### src/rtl/write_buffer.sv
// Serializes a captured WIDTH*WORDS line into WIDTH-bit words, lowest first; 1-cycle load latency.
// STEP advances one word per edge; LOAD is ignored while a line is in flight.
module write_buffer #(
  parameter int WIDTH = 32,
  parameter int WORDS = 8
) (
  input  logic                       DRAMCLK,
  input  logic                       RESET,
  input  logic                       LOAD,
  input  logic [WIDTH*WORDS-1:0]     dIn,
  input  logic                       STEP,
  output logic [WIDTH-1:0]           dOut,
  output logic                       VALID,
  output logic                       BUSY,
  output logic                       DONE,
  output logic [$clog2(WORDS)-1:0]   WORDIDX
);

  localparam int LW = WIDTH * WORDS;
  localparam int IW = $clog2(WORDS);
  localparam logic [IW-1:0] LAST_IDX = IW'(WORDS - 1);

  typedef enum logic {IDLE, SEND} state_t;

  state_t          state, state_nxt;
  logic [LW-1:0]   line_q, line_nxt;
  logic [IW-1:0]   idx_q, idx_nxt;
  logic            done_q, done_nxt;

  always_ff @(posedge DRAMCLK or negedge RESET) begin
    if (!RESET) begin
      state  <= IDLE;
      line_q <= '0;
      idx_q  <= '0;
      done_q <= 1'b0;
    end else begin
      state  <= state_nxt;
      line_q <= line_nxt;
      idx_q  <= idx_nxt;
      done_q <= done_nxt;
    end
  end

  always_comb begin
    state_nxt = state;
    line_nxt  = line_q;
    idx_nxt   = idx_q;
    done_nxt  = 1'b0;
    case (state)
      IDLE: begin
        // A STEP coinciding with LOAD is dropped; the new line starts at word 0.
        if (LOAD) begin
          line_nxt  = dIn;
          idx_nxt   = '0;
          state_nxt = SEND;
        end
      end
      SEND: begin
        if (STEP) begin
          line_nxt = {{WIDTH{1'b0}}, line_q[LW-1:WIDTH]};
          if (idx_q == LAST_IDX) begin
            idx_nxt   = '0;
            state_nxt = IDLE;
            done_nxt  = 1'b1;
          end else begin
            idx_nxt = idx_q + IW'(1);
          end
        end
      end
      default: state_nxt = IDLE;
    endcase
  end

  // The register is zero after the last shift, so dOut needs no IDLE gating.
  assign dOut    = line_q[WIDTH-1:0];
  assign VALID   = (state == SEND);
  assign BUSY    = (state == SEND);
  assign DONE    = done_q;
  assign WORDIDX = idx_q;

endmodule

### config.mk
export PLATFORM = sky130hd
export DESIGN_NAME = write_buffer
export DESIGN_NICKNAME = d
export VERILOG_FILES = /design/src/rtl/write_buffer.sv
export SDC_FILE = /design/constraint.sdc
export NUM_CORES = 1
export LEC_CHECK = 0
export ABC_CLOCK_PERIOD_IN_PS = 4000
export CORE_UTILIZATION = 42
export DETAILED_ROUTE_END_ITERATION = 12
export GPL_ROUTABILITY_DRIVEN = 0
export PLACE_DENSITY_LB_ADDON = 0.2
export REMOVE_ABC_BUFFERS = 1
export SYNTH_ARGS = -nofsm -noshare
export SYNTH_HDL_FRONTEND = slang
export SYNTH_SLANG_ARGS = --single-unit
### constraint.sdc
create_clock -name DRAMCLK -period 4 [get_ports DRAMCLK]
set_input_delay 0.8 -clock DRAMCLK [delete_from_list [all_inputs] [get_ports DRAMCLK]]
set_output_delay 0.8 -clock DRAMCLK [all_outputs]
set_load 0.02 [all_outputs]
==> metrics.md <==
| Metric | Value |
|---|---|
| FP Rows | `~70` |
| Setup tns final | `0 ns` |
| WL per Instance | `16.5 um` |
| CTS buffer count | `30` |
| Crit-path slowest cell | `dfrtp_4` |
| Critical path's top delay family | `flip-flops` |
| Cells after synthesis | `around 1400` |
| P_leak | `~8 nW` |
| Power per Cell Area | `a little over 600 nW/um2` |
| Worst vdd ir | `between 400 and 500 uV` |
| CTS Hold Bufs | `0` |
| # fillers | `slightly above 3000` |
| Synthesized-area fraction occupied by adder cells | `0.170%` |
| Port bufs | `just under 300` |
| Synth warnings | `0` |
| Worst slew pin tran | `between 1 and 1.5 ns` |
| R2R Path Start | `BUSY$_DFF_PN0_` |
| Max FO, Critical Path | `72` |
| Compound-Gate Fraction of Synth Area | `20.5%` |
| R2R setup slack | `about 1.8 ns` |
| #FFs+latches synth | `between 200 and 300` |
| DIE HEIGHT | `approximately 190 um` |
| Highest metal layer with signal wires | `met5` |
| Slew Viols, Final | `0` |
| Fin crit share | `~75%` |
| Tmin final | `approximately 3.0 ns` |
| WL met3 | `2290 um` |
| Die footprint | `35900 um2` |
| Synth cell types | `20` |
| Total global-route track usage | `18.8%` |
| P&R area growth vs syn | `26.1%` |
| Worst EP required | `roughly 3.2 ns` |
| Largest family of logic cells by synthesized area | `compound AO/OA/AOI/OAI gates` |
| Crit path DAT | `between 2 and 2.5 ns` |
| DRC | `0` |
| Hpwl dp | `21200 um` |
| Finish-stage setup viols | `0` |
| Clock Sink Count | `around 260` |
| Core Region | `34500 um2` |
| Initial antenna violation count | `2` |
| CTS tree | `built` |
| Register area | `between 6000 and 7000 um2` |
| DRT met1 WL | `roughly 16000 um` |
| Initial detailed-routing violation count | `666` |
| Post-synthesis mux area share | `roughly 18%` |
| Post-synthesis sequential area ratio | `between 40% and 50%` |
| Syn Area/Cell | `just over 10 um2` |
| Clock Path Buffers | `3` |
| Worst Hold Class | `input pin to async pin` |
| Routed Wire Length | `approximately 35000 um` |
| Remaining antenna violation count | `0` |
| Area of the multi-input gates | `roughly 7200 um2` |
| Final Skew | `0.00893 ns` |
| Crit-path max cell delay | `0.92 ns` |
| Setup repair bufs after CTS | `0` |
| First-pass GRT wire length | `around 56000 um` |
| Max H-tree Level | `1` |
| Fin cells | `between 2000 and 2500` |
| Routed vias | `11306` |
| Clk Latency, worst-skew pair | `around 0.55 ns` |
| Layout cells sized above 1 | `roughly 4.2%` |
| Reg clk slew, reported paths | `~0.060 ns` |
| Crit path capture type | `output pin` |
| # nets final | `roughly 1900` |
| XOR/XNOR share of the synthesized area | `0%` |
| Outcome | `finished, final reports clean` |
| Largest net degree at the start of global routing | `approximately 230` |
| RR Endpoint | `line_q[232]$_DFFE_PN0P_` |
| Die width | `189 um` |
| Crit path launch type | `flip-flop` |
| Met2 WL post-DR | `approximately 15000 um` |
| Mapped Area | `~15000 um2` |
| Drt pass-1 iters | `4` |
| Fmax | `0.332 GHz` |
| Worst Path Buf+Inv | `1` |
| Initial Util | `around 43%` |
| Root Buffer | `clkbuf_16` |
| CP Cell Sequence | `clkdlybuf4s50_1` |
| Cell area after layout | `~19000 um2` |
| Max Cap Viol | `0` |
| RSZ-0062 raised after global routing | `no` |
| GRT overflow | `0` |
| Critical path type | `flip-flop to output pin` |
| Vias in the first global route | `~11000` |
| Worst R2R Path Depth | `2` |
| Placed cell count | `just over 2000` |
| Worst rel slew slack | `about a third` |
| Vias/cell | `roughly 5.4` |
| Ports | `298` |
| Power Total | `approximately 12 mW` |
| Final Hold Viols | `0` |
| Placement Cell Area | `approximately 18000 um2` |
| # resized after CTS | `0` |
| Simple-gate share of the synthesized area | `between 10% and 20%` |
-- layout by cell type, fill, tap and decap left out, drive strengths merged --
master and instances:
mux2 2, nor2b 224, bufinv 4, nor2 2, mux2i 257, a22o 3, a21oi 224, diode 1
o22ai 32, a211oi 224, buf 22, nand2 32, dfrtp 261, and3 1, clkdlybuf4s50 294, clkinv 2
ha 2, clkbuf 48, nand2b 1
-- synth_stat cells --
cell	number	area share, %
a22o_1	3	0.18
dfrtp_1	261	44
nand2_1	32	0.81
o22ai_1	32	1.4
clkbuf_1	35	0.89
and3_1	1	0.042
mux2_2	2	0.15
clkbuf_2	1	0.034
nand2b_1	1	0.042
buf_4	59	3.0
buf_12	2	0.27
mux2i_1	257	17
nor2_1	2	0.051
a21oi_1	224	7.6
nor2b_1	224	9.5
ha_1	2	0.17
a211oi_1	224	11
buf_2	66	2.2
buf_1	4	0.10
buf_6	6	0.46
-- layout make-up --
| type | count | share of cell area, % |
|---|---|---|
| Tap cell | 455 | 3.06 |
| Antenna cell | 1 | 0.0134 |
| Sequential cell | 261 | 35.1 |
| Multi-Input combinational cell | 1004 | 38.6 |
| Timing Repair Buffer | 316 | 17.6 |
| Clock buffer | 48 | 4.89 |
| Clock inverter | 6 | 0.719 |
-- cells by family after synthesis --
group	count (synthesis)
AO/OA/AOI/OAI	483
adder cells (fa/ha/maj)	2
buffers and inverters	173
flip-flops	261
multiplexers	259
AND/OR/NAND/NOR	260
-- state kept, by name, indices dropped and copies added (netlist names) --
register  cells
line_q      256
WORDIDX       3
BUSY          1
DONE          1
-- per-stage QoR --
step / setup WS, ns / util, % / hold slack, ns
after floorplan: -5.63 / - / 0.504
after global placement: 1.57 / 50.8 / 0.544
after detailed placement: 1.56 / 50.8 / 0.559
after CTS: 0.965 / 53.9 / 0.274
after global routing: 0.884 / 53.9 / 0.308
final: 0.985 / 53.9 / 0.254
-- layer usage --
metal	vias to the layer above	track usage [%]
li1	5576	-
met1	5411	26.3
met2	261	28.8
met3	56	4.45
met4	2	5.74
met5	-	0
-- report_power, final --
part	switching [mW]	internal [mW]	leakage, nW
sequential	0.900	3.83	3.29
combinational	1.79	2.10	4.14
clock	1.10	1.80	0.509
total	3.78	7.73	7.94
-- worst max-delay path by stage --
stage | start | end | slack (ns) | cells after the start
2_1_floorplan | BUSY$_DFF_PN0_ | WORDIDX[0]$_DFFE_PN0P_ | -5.63 | 2
3_3_place_gp | BUSY$_DFF_PN0_ | BUSY | 1.57 | 1
3_5_place_dp | BUSY$_DFF_PN0_ | BUSY | 1.56 | 1
4_1_cts | BUSY$_DFF_PN0_ | BUSY | 0.97 | 1
5_1_grt | BUSY$_DFF_PN0_ | BUSY | 0.88 | 1
6_report | BUSY$_DFF_PN0_ | BUSY | 0.98 | 1
(Power assumes the default switching activity.)
